<file path="config.mk">
export PLATFORM = sky130hd
export DESIGN_NAME = pc_sequencer
export DESIGN_NICKNAME = d
export VERILOG_FILES = /design/src/rtl/core_isa_pkg.sv /design/src/rtl/pc_next_calc.sv /design/src/rtl/pc_sequencer.sv
export SDC_FILE = /design/constraint.sdc
export NUM_CORES = 1
export LEC_CHECK = 0
export ABC_AREA = 1
export CORE_MARGIN = 1.5
export CORE_UTILIZATION = 25
export DETAILED_ROUTE_END_ITERATION = 10
export SLEW_MARGIN = 20
export SYNTH_ARGS = -nofsm -noshare
export SYNTH_HDL_FRONTEND = slang
export SYNTH_SLANG_ARGS = --single-unit
</file>
<file path="constraint.sdc">
create_clock -name clk -period 3.25 [get_ports clk]
set_clock_uncertainty 0.05 [all_clocks]
set_input_delay 0.8125 -clock clk [delete_from_list [all_inputs] [get_ports clk]]
set_output_delay 0.8125 -clock clk [all_outputs]
set_load 0.05 [all_outputs]
</file>
<file path="src/rtl/core_isa_pkg.sv">
// core_isa_pkg
//   Shared definitions for the 8-bit-instruction core: opcode encodings,
//   instruction format codes, the sequencer state encoding and the next-PC
//   select used between pc_sequencer and pc_next_calc. Also imported by the
//   decoder and the bench.
package core_isa_pkg;

    // Opcodes (4 bits)
    localparam logic [3:0] OP_LB   = 4'd0;
    localparam logic [3:0] OP_LHB  = 4'd1;
    localparam logic [3:0] OP_STR  = 4'd2;
    localparam logic [3:0] OP_ADD  = 4'd3;
    localparam logic [3:0] OP_SUB  = 4'd4;
    localparam logic [3:0] OP_AND  = 4'd5;
    localparam logic [3:0] OP_OR   = 4'd6;
    localparam logic [3:0] OP_XOR  = 4'd7;
    localparam logic [3:0] OP_SHL  = 4'd8;
    localparam logic [3:0] OP_SHR  = 4'd9;
    localparam logic [3:0] OP_HALT = 4'd10;
    localparam logic [3:0] OP_JMP  = 4'd11;
    localparam logic [3:0] OP_BNE  = 4'd12;
    localparam logic [3:0] OP_BEQ  = 4'd13;
    localparam logic [3:0] OP_BLT  = 4'd14;
    localparam logic [3:0] OP_BLS  = 4'd15;

    // Instruction formats
    localparam logic [1:0] FMT_C = 2'd0;
    localparam logic [1:0] FMT_I = 2'd1;
    localparam logic [1:0] FMT_M = 2'd2;
    localparam logic [1:0] FMT_X = 2'd3;

    typedef enum logic [2:0] {
        IDLE  = 3'd0,
        FETCH = 3'd1,
        EXEC  = 3'd2,
        MEM   = 3'd3,
        HALT  = 3'd4
    } seq_state_t;

    typedef enum logic [1:0] {
        PC_SEL_HOLD   = 2'd0,
        PC_SEL_STEP   = 2'd1,
        PC_SEL_JUMP   = 2'd2,
        PC_SEL_BRANCH = 2'd3
    } pc_sel_t;

    function automatic logic is_mem_op(input logic [3:0] op);
        return (op == OP_LB) || (op == OP_LHB) || (op == OP_STR);
    endfunction

    function automatic logic is_branch_op(input logic [3:0] op);
        return (op == OP_BNE) || (op == OP_BEQ) || (op == OP_BLT) || (op == OP_BLS);
    endfunction

endpackage

</file>
<file path="src/rtl/pc_next_calc.sv">
// pc_next_calc
//   Combinational next-PC mux for the sequencer.
//   Ports:
//     sel           in   pc_sel_t  hold / step / jump / branch
//     pc            in   PC_W      current PC
//     jmp_loc       in   PC_W      latched jump/branch target
//     branch_taken  in   1         branch condition (used for PC_SEL_BRANCH)
//     pc_nxt        out  PC_W      next PC, arithmetic modulo 2^PC_W
module pc_next_calc
    import core_isa_pkg::*;
#(
    parameter int              PC_W    = 16,
    parameter logic [PC_W-1:0] PC_STEP = 1
) (
    input  pc_sel_t         sel,
    input  logic [PC_W-1:0] pc,
    input  logic [PC_W-1:0] jmp_loc,
    input  logic            branch_taken,
    output logic [PC_W-1:0] pc_nxt
);

    logic [PC_W-1:0] pc_step;

    // Result width equals PC_W, so 'hFFFF + 1 wraps to 0 silently.
    assign pc_step = pc + PC_STEP;

    always_comb begin
        pc_nxt = pc;
        case (sel)
            PC_SEL_HOLD:   pc_nxt = pc;
            PC_SEL_STEP:   pc_nxt = pc_step;
            PC_SEL_JUMP:   pc_nxt = jmp_loc;
            PC_SEL_BRANCH: pc_nxt = branch_taken ? jmp_loc : pc_step;
            default:       pc_nxt = pc;
        endcase
    end

endmodule

</file>
<file path="src/rtl/pc_sequencer.sv">
// pc_sequencer
//   Multi-cycle control sequencer: owns the instruction-ROM PC and steps
//   FETCH / EXEC / MEM per instruction, resolving jumps, branches and halt.
//   Optional retired-instruction counter enabled by defining PC_SEQ_PERF_CNT_EN;
//   without it instr_count is tied to zero.
//   Ports:
//     clk, rst_n            clock, async active-low reset
//     start                 1-cycle start pulse (honoured in IDLE or HALT)
//     abort                 synchronous return to IDLE, overrides everything
//     opcode, format,
//     jmp_loc               decoded instruction fields, latched in FETCH
//     branch_taken          ALU compare result, sampled in EXEC
//     mem_ready             data memory access complete
//     pc                    instruction ROM address
//     fetch_en, exec_en     per-phase strobes
//     mem_req, mem_we       data memory request / write qualifier
//     busy, done            activity / halted status
//     instr_count           retired instruction count
module pc_sequencer
    import core_isa_pkg::*;
#(
    parameter int              PC_W     = 16,
    parameter logic [PC_W-1:0] START_PC = '0,
    parameter logic [PC_W-1:0] PC_STEP  = 1
) (
    input  logic            clk,
    input  logic            rst_n,
    input  logic            start,
    input  logic            abort,
    input  logic [3:0]      opcode,
    input  logic [1:0]      format,
    input  logic [PC_W-1:0] jmp_loc,
    input  logic            branch_taken,
    input  logic            mem_ready,
    output logic [PC_W-1:0] pc,
    output logic            fetch_en,
    output logic            exec_en,
    output logic            mem_req,
    output logic            mem_we,
    output logic            busy,
    output logic            done,
    output logic [31:0]     instr_count
);

    seq_state_t      state, state_nxt;
    pc_sel_t         pc_sel;
    logic [PC_W-1:0] pc_calc;
    logic [PC_W-1:0] pc_nxt;
    logic [3:0]      opcode_q;
    logic [PC_W-1:0] jmp_loc_q;
    logic            load_start;
    logic            retire;
    logic            clr_cnt;

    // Sequencing depends only on the opcode; the format field is consumed by
    // the datapath decoder, not here.
    logic            format_unused;
    assign format_unused = ^format;

    always_ff @(posedge clk or negedge rst_n) begin
        if (!rst_n) begin
            state     <= IDLE;
            pc        <= START_PC;
            opcode_q  <= '0;
            jmp_loc_q <= '0;
        end else begin
            state <= state_nxt;
            pc    <= pc_nxt;
            if (state == FETCH) begin
                opcode_q  <= opcode;
                jmp_loc_q <= jmp_loc;
            end
        end
    end

    always_comb begin
        state_nxt  = state;
        pc_sel     = PC_SEL_HOLD;
        load_start = 1'b0;
        retire     = 1'b0;
        clr_cnt    = 1'b0;
        mem_req    = 1'b0;
        mem_we     = 1'b0;

        case (state)
            IDLE, HALT: begin
                if (start) begin
                    load_start = 1'b1;
                    clr_cnt    = 1'b1;
                    state_nxt  = FETCH;
                end
            end
            FETCH: state_nxt = EXEC;
            EXEC: begin
                if (opcode_q == OP_HALT) begin
                    state_nxt = HALT;
                    retire    = 1'b1;
                end else if (opcode_q == OP_JMP) begin
                    pc_sel    = PC_SEL_JUMP;
                    state_nxt = FETCH;
                    retire    = 1'b1;
                end else if (is_branch_op(opcode_q)) begin
                    pc_sel    = PC_SEL_BRANCH;
                    state_nxt = FETCH;
                    retire    = 1'b1;
                end else if (is_mem_op(opcode_q)) begin
                    mem_req = 1'b1;
                    mem_we  = (opcode_q == OP_STR);
                    // Zero-wait memory completes without visiting MEM.
                    if (mem_ready) begin
                        pc_sel    = PC_SEL_STEP;
                        state_nxt = FETCH;
                        retire    = 1'b1;
                    end else begin
                        state_nxt = MEM;
                    end
                end else begin
                    pc_sel    = PC_SEL_STEP;
                    state_nxt = FETCH;
                    retire    = 1'b1;
                end
            end
            MEM: begin
                mem_req = 1'b1;
                mem_we  = (opcode_q == OP_STR);
                if (mem_ready) begin
                    pc_sel    = PC_SEL_STEP;
                    state_nxt = FETCH;
                    retire    = 1'b1;
                end
            end
            default: state_nxt = IDLE;
        endcase

        // Abort overrides any transition this cycle, including a concurrent
        // start; the instruction in flight does not retire.
        if (abort) begin
            state_nxt  = IDLE;
            pc_sel     = PC_SEL_HOLD;
            load_start = 1'b1;
            retire     = 1'b0;
            clr_cnt    = 1'b0;
        end
    end

    pc_next_calc #(
        .PC_W    (PC_W),
        .PC_STEP (PC_STEP)
    ) u_pc_next_calc (
        .sel          (pc_sel),
        .pc           (pc),
        .jmp_loc      (jmp_loc_q),
        .branch_taken (branch_taken),
        .pc_nxt       (pc_calc)
    );

    assign pc_nxt   = load_start ? START_PC : pc_calc;
    assign fetch_en = (state == FETCH);
    assign exec_en  = (state == EXEC);
    assign busy     = (state == FETCH) || (state == EXEC) || (state == MEM);
    assign done     = (state == HALT);

`ifdef PC_SEQ_PERF_CNT_EN
    logic [31:0] cnt;

    always_ff @(posedge clk or negedge rst_n) begin
        if (!rst_n) begin
            cnt <= '0;
        end else if (clr_cnt) begin
            cnt <= '0;
        end else if (retire && (cnt != 32'hFFFF_FFFF)) begin
            cnt <= cnt + 32'd1;
        end
    end

    assign instr_count = cnt;
`else
    logic cnt_unused;
    assign cnt_unused  = retire ^ clr_cnt;
    assign instr_count = 32'd0;
`endif

endmodule
</file>
Word level (Yosys, flattened, before mapping)

Cells that the tools add are included.
Widths: inputs -> output; s select.

Register bits after elaboration: 39
Latch bits: 0
ROM bits: 0
Bits in writable memories: 0
Memories kept: 0
Logic and storage cells: 67
Input bits: 28
Output and inout bits: 54

Multiply operators: 0
Order comparisons: 0
Div/mod/pow operators: 0
Shift-type cells: 0
Mux-type cells: 32
Add/subtract/negate cells: 1
Reduce and logical (&&, ||, !) cells: 12
Eq/ne operators: 18
Bitwise gates (word level): 0

Operators with widths:

| operator              | number |
|---|---|
| $pmux 16 s3           | 1 |
| $mux 16               | 2 |
| $eq 4x4->1 const B    | 6 |
| $mux 3                | 7 |
| $add 16x1->16 const B | 1 |
| $mux 1                | 13 |
| $pmux 3 s4            | 1 |
| $mux 2                | 5 |
| $logic_or 1x1->1      | 7 |
| $eq 3x2->1 const B    | 2 |
| $ne 3x3->1 const B    | 2 |
| $eq 2x2->1 const B    | 2 |
| $eq 4x1->1 const B    | 1 |
| $eq 4x2->1 const B    | 1 |
| $logic_not 4->1       | 1 |
| $pmux 1 s2            | 2 |
| $pmux 2 s2            | 1 |
| $eq 3x1->1 const B    | 1 |
| $eq 3x3->1 const B    | 1 |
| $logic_not 3->1       | 1 |
| $eq 2x1->1 const B    | 1 |
| $logic_not 2->1       | 1 |
| $ne 2x2->1 const B    | 1 |
| $reduce_and 2->1      | 1 |
| $reduce_or 2->1       | 1 |

Depth between registers and ports, before layout

Gate-level depths: netlist of the first run.

Word-level depth: 12
Depth in mapped cells: 12
Depth with buffers taken out: 12

Cells and area by module

A second synthesis of the first run with hierarchy kept.

Cells, all modules: 366
Area total of the unflattened synthesis: 2538.7 um2

Modules (own cells, without submodules):

| module       | area an instance (um2) | times used | cells each | sequential area each (um2) |
|---|---|---|---|---|
| pc_sequencer | 1849.3                 | 1          | 224        | 975.9 |
| pc_next_calc | 689.4                  | 1          | 142        | 0.0 |

Worst setup path after synthesis of the first run

OpenSTA, ideal clock, no wires.

Path kind: register to output
Start point: register opcode_q[0]
End point: output mem_we
Path buffers: 0
Setup slack: 0.694 ns
Arrival time: 1.694 ns
Stages on the path, launching flop included: 4
Cell sequence: dfrtp_1 > nor2_1 > nand3_1 > nor3_1

Cells in the longest elaborated chain, start to end: 8

Ends and longest elaborated chain:

| what                                              | line                                    | source |
|---|---|---|
| from (decl)                                       | pc_sequencer.sv:49                      | `logic [3:0] opcode_q;` |
| from (signal assigned)                            | pc_sequencer.sv:70                      | `opcode_q <= opcode;` |
| $eq 4x1->1 (tied with other cells)                | core_isa_pkg.sv:48                      | `return (op == OP_LB) \|\| (op == OP_LHB) \|\| (op == OP_STR);` |
| $logic_or 1x1->1 (on tied branches) (2 in series) | core_isa_pkg.sv:48, core_isa_pkg.sv:52  |  |
| $mux 1 / $logic_or 1x1->1 (equally long branches) | pc_sequencer.sv:106, core_isa_pkg.sv:52 |  |
| $mux 1                                            | pc_sequencer.sv:102                     | `end else if (is_branch_op(opcode_q)) begin` |
| $mux 1                                            | pc_sequencer.sv:98                      | `end else if (opcode_q == OP_JMP) begin` |
| $mux 1                                            | pc_sequencer.sv:95                      | `if (opcode_q == OP_HALT) begin` |
| $pmux 1 s2 (*)                                    | pc_sequencer.sv:85                      | `case (state)` |
| to (decl)                                         | pc_sequencer.sv:39                      | `output logic mem_we,` |

Mark *: on every way between the ends. The rest lies on a longest branch, timed or not.

Worst setup path after layout of the first run

Same ends and word-level chain as after synthesis.

==> impl_metrics.tcl, run 1 <==
set metrics [dict create \
    setup_violations 0 \
    first_pass_iters 4 \
    start_kind "flop" \
    cts-root-buf "clkbuf_8" \
    ant_nets 0 \
    ys_warn_count 0 \
    cap_violations 0 \
    min_path_cells 2 \
    period_share_pct 91.3 \
    cts_resized 0 \
    totalWireLength_mm 6.96 \
    holdBufCountCts 0 \
    gp_congestion 0.893 \
    fillers 1201 \
    clockBufferDepth 2 \
    power.leakage_nw 1.59 \
    yosysUniqueCellTypes 31 \
    die_w_um 108 \
    grt_overflow 0 \
    crit_fanout 3 \
    layout_common_cells "nand2_1 (144), clkdlybuf4s50_1 (46), o21ai_0 (40), dfrtp_1 (39), inv_1 (37)" \
    syn_inst 407 \
    worst_pin_slew_ns 0.952 \
    core-area_sq_um 10800 \
    start_util_pct 25.6 \
    rsz0062_at_grt "false" \
    maxSlewHeadroom_pct 36.5 \
    syn_area_sq_um 2760 \
    ir_drop_uv 317 \
    timing.fmax_mhz 337 \
    critPathArrivalTime_ns 2.10 \
    die_h_um 108 \
    critical_path_required_ns 2.39 \
    clk_pin_slew_ns 0.08 \
    crit_path_start "opcode_q[0]" \
    hp-start "jmp_loc_q[11]" \
    drt_iter0_drc 161 \
    crit_type "reg2out" \
    tritoncts "done" \
    hold_path.class "reg2reg" \
    wl_per_cell_um 11.8 \
    grt_use_total_pct 12.4 \
    grt_max_degree 40 \
    dpl.hpwl_mm 5.17 \
    nets 479 \
    htreeDepth 2 \
    io_buffer_count 47 \
    syn2layout_area_growth_pct 20.3 \
    grt_first_pass_wirelength_mm 11.6 \
    numClockSinks 39 \
    ios 82 \
    reg2reg_depth 10 \
    setup-tns-final_ns 0 \
    powerDensity_nw_per_um2 505 \
    vias 2559 \
    routed_via_density 4.33 \
    end_kind "primary output" \
    ys_ff_latch 39 \
    synth_edf_count 0 \
    layout_commonest_cell "nand2_1" \
    dp_slack_ns 0.471 \
    antenna_found_initial 0 \
    drc 0 \
    hold_violations 0 \
    async_reset_ff_share_pct 100 \
    synth_area_per_cell_sq_um 6.78 \
    cp_cell_sequence "nor2_1 > nand3_1 > nor3_1 > clkdlybuf4s50_1" \
    cp_slowest_cell "clkdlybuf4s50_1" \
    status "complete, no violations" \
    cts_made_buffers 5 \
    num_antenna_cells 0 \
    min_period_ns 2.97 \
    clk_latency_ns 0.29 \
    fp-row-count 38 \
    synth-main-ff-cell "dfrtp_1" \
    die-area_sq_um 11700 \
    drive_gt1_share_pct 6.21 \
    post_cts_buffers 0 \
    crit_path_max_incr_delay_ns 0.84 \
    grt_pass1_vias 2426 \
    setup_slack_ns 0.284 \
    drv_slew 0 \
    ys_seq_area_share_pct 35.3 \
    r2r_start "state[2]" \
]
[cells by family (layout without fill, tap and decap cells)]
| logic type | count (synthesis) | after routing | synth area share (%) |
|---|---|---|---|
| compound gates | 52 | 52 | 10.4 |
| xor+xnor | 8 | 8 | 2.54 |
| fa+ha+maj | 1 | 1 | 0.453 |
| buf+inv | 87 | 100 | 17.4 |
| flops | 39 | 39 | 35.3 |
| other cells | 1 | 32 | 0.136 |
| simple gates | 219 | 219 | 33.8 |
[critical path, delay by kind of cell (launching register included)]
family / cells / cell delay (ns)
and+or+nand+nor: 3 / 0.57
DFF: 1 / 0.41
buffers and inverters: 1 / 0.84
[where the power goes]
part / total [mW] / internal, mW / switching, mW
logic: 0.605 / 0.173 / 0.432
clock network: 0.370 / 0.194 / 0.176
registers: 0.701 / 0.614 / 0.0875
[cell usage after synthesis, types with 3 or more instances]
master      n  area share (%)
nor3_1      3            0.54
inv_2       5            0.68
buf_6       3             1.2
xor2_1      7             2.2
nand2_1   144              20
o211ai_1    4             1.1
nor2_1     31             4.2
nand4_1     3            0.68
nand3_1    28             5.1
dfrtp_1    39              35
buf_4      33             9.0
o21ai_0    40             7.2
nand2_4     3             1.2
clkbuf_1    5            0.68
buf_2       3            0.54
inv_1      37             5.0
[registers in the layout, summed over array words and instances, names as in the netlist]
signal / flops
opcode_q: 4
state: 3
pc: 16
jmp_loc_q: 16
[area by class of cell]
type | instances | area (sq um) | area share (%)
well taps | 140 | 175 | 5.27
repair buffers | 49 | 480 | 14.5
clock buffers | 8 | 100 | 3.01
flip-flops and latches | 39 | 976 | 29.4
inverters | 43 | 164 | 4.93
multi-input cells | 312 | 1430 | 43.0
[path summary, 6_finish.rpt]
kind | endpoint | slack, ns
max | mem_we | 0.28
min | jmp_loc_q[11] | 0.48
max reg2reg | pc[9] | 1.29
min reg2reg | jmp_loc_q[11] | 0.48
max in group asynchronous | pc[11] | 1.95
min in group asynchronous | opcode_q[1] | 0.60
[metrics by stage]
stage | utilization [%] | cell area [sq um] | std cells | total power, mW | hold WS, ns
after CTS | 30.8 | 3320 | 591 | 1.70 | 0.487
final | 30.8 | 3320 | 591 | 1.68 | 0.483
after global placement | 29.9 | 3220 | 583 | 1.31 | 0.454
after detailed placement | 29.9 | 3220 | 583 | 1.32 | 0.468
after global routing | 30.8 | 3320 | 591 | 1.81 | 0.510
after floorplan | - | 2880 | 438 | 1.18 | 0.414
[routing by layer]
metal,part of all wire [%],routed length (um),vias up,global-route usage (%)
li1,-,-,1295,-
met3,8.2,573,7,2.65
met4,0.92,64,0,3.01
met1,46,3170,1157,16.6
met5,0,0,-,0
met2,45,3150,100,20.4
No activity file was read; power rests on OpenSTA's default activity.
==> run 2: changes to the inputs <==
--- a/config.mk
+++ b/config.mk
@@ -6,9 +6,12 @@
 export NUM_CORES = 1
 export LEC_CHECK = 0
 export ABC_AREA = 1
+export CELL_PAD_IN_SITES_DETAIL_PLACEMENT = 0
+export CELL_PAD_IN_SITES_GLOBAL_PLACEMENT = 1
 export CORE_MARGIN = 1.5
 export CORE_UTILIZATION = 25
 export DETAILED_ROUTE_END_ITERATION = 10
+export PLACE_DENSITY_LB_ADDON = 0.1
 export SLEW_MARGIN = 20
 export SYNTH_ARGS = -nofsm -noshare
 export SYNTH_HDL_FRONTEND = slang
==> impl_metrics.tcl, run 2 (same netlist as run 1, synthesis figures left out) <==
set metrics [dict create \
    ant_nets 0 \
    start_util_pct 25.6 \
    vias 2505 \
    clockBufferDepth 2 \
    drv_slew 0 \
    io_buffer_count 47 \
    cts_resized 0 \
    period_share_pct 90.1 \
    gp_congestion 0.846 \
    cp_cell_sequence "nor2_1 > nand3_1 > nor3_1 > clkdlybuf4s50_1" \
    power.leakage_nw 1.61 \
    post_cts_buffers 0 \
    reg2reg_depth 10 \
    cts_made_buffers 5 \
    end_kind "primary output" \
    timing.fmax_mhz 342 \
    die_w_um 108 \
    fillers 1186 \
    crit_fanout 3 \
    fp-row-count 38 \
    hp-start "jmp_loc_q[15]" \
    min_to "jmp_loc_q[15]" \
    worstReg2RegEnd "pc[9]" \
    worst_hold_slack_ns 0.452 \
    wl_per_cell_um 13.1 \
    syn2layout_area_growth_pct 21.9 \
    ir_drop_uv 194 \
    min_path_cells 2 \
    drt_iter0_drc 89 \
    drc 0 \
    first_pass_iters 4 \
    critPathArrivalTime_ns 2.07 \
    nets 481 \
    worst_pin_slew_ns 0.978 \
    grt_first_pass_wirelength_mm 12.5 \
    layout_commonest_cell "nand2_1" \
    htreeDepth 2 \
    cp_slowest_cell "clkdlybuf4s50_1" \
    crit_path_max_incr_delay_ns 0.84 \
    routed_via_density 4.22 \
    totalPowerFinal_mw 1.77 \
    hold_path.class "reg2reg" \
    r2r_start "state[2]" \
    reg_top3 "jmp_loc_q: 16 flops, pc: 16 flops, opcode_q: 4 flops" \
    placed_cell_area_sq_um 3250 \
    die_h_um 108 \
    core-area_sq_um 10800 \
    setup_violations 0 \
    totalWireLength_mm 7.79 \
    cap_violations 0 \
    critical_path_required_ns 2.39 \
    layout_common_cells "nand2_1 (144), clkdlybuf4s50_1 (45), o21ai_0 (40), dfrtp_1 (39), inv_1 (37)" \
    status "complete, no violations" \
    cts-root-buf "clkbuf_8" \
    dpl.hpwl_mm 5.81 \
    clk_pin_slew_ns 0.08 \
    rsz0062_at_grt "false" \
    clk_latency_ns 0.29 \
    die-area_sq_um 11700 \
    holdBufCountCts 0 \
    crit_buf_inv 1 \
    ios 82 \
    grt_use_total_pct 13.9 \
    tritoncts "done" \
    grt_overflow 0 \
    setup-tns-final_ns 0 \
    antenna_found_initial 0 \
    maxSlewHeadroom_pct 34.8 \
    drive_gt1_share_pct 7.06 \
    powerDensity_nw_per_um2 525 \
    cp_num_cells 4 \
    grt_max_degree 40 \
    r2r_setup_slack_ns 1.20 \
    numClockSinks 39 \
    hold_violations 0 \
    final_cell_area_sq_um 3370 \
    grt_pass1_vias 2420 \
    start_kind "flop" \
    crit_type "reg2out" \
    min_period_ns 2.93 \
    cp_top_family "buffers and inverters" \
    num_antenna_cells 0 \
    fin_util_pct 31.2 \
]
==> run 2: where the power goes <==
| group | total, mW | switching [mW] | internal (mW) |
|---|---|---|---|
| sequential | 0.704 | 0.0898 | 0.614 |
| clock | 0.430 | 0.181 | 0.249 |
| combinational | 0.632 | 0.445 | 0.187 |
==> run 2: cell type report <==
type	count	area (sq um)	area share, %
inverter	43	164	4.87
timing repair buffer	51	505	15.0
sequential	39	976	29.0
tap	140	175	5.20
clock inverter	2	35.0	1.04
multi-input combinational	312	1430	42.4
clock buffer	6	82.6	2.45
==> run 2: worst max-delay path by stage <==
stage,from,slack (ns),endpoint
floorplan,opcode_q[0],0.69,mem_we
global placement,abort,0.35,pc[9]
detailed placement,abort,0.35,pc[9]
CTS,opcode_q[0],0.29,mem_we
global route,opcode_q[0],0.22,mem_we
finish,opcode_q[0],0.32,mem_we
==> run 2: routing by layer <==
metal  share of wire [%]  up-vias  track usage (%)
met5                   0        -                0
met4                0.95        0             3.10
met3                 4.7        7             2.11
met2                  45       70             22.1
met1                  49     1132             19.9
li1                    -     1296                -
==> run 2: metrics by stage <==
step | worst slack [ns] | instances
floorplan | 0.694 | 438
global placement | 0.351 | 585
detailed placement | 0.346 | 585
CTS | 0.290 | 593
global route | 0.216 | 593
finish | 0.322 | 593
==> run 2: worst reg2reg max path: cells and delay by family, from the launching register on <==
family / cells / cell delay [ns]
AO/OA/AOI/OAI: 1 / 0.13
buffers and inverters: 2 / 0.27
flip-flops: 1 / 0.43
AND/OR/NAND/NOR: 7 / 1.04
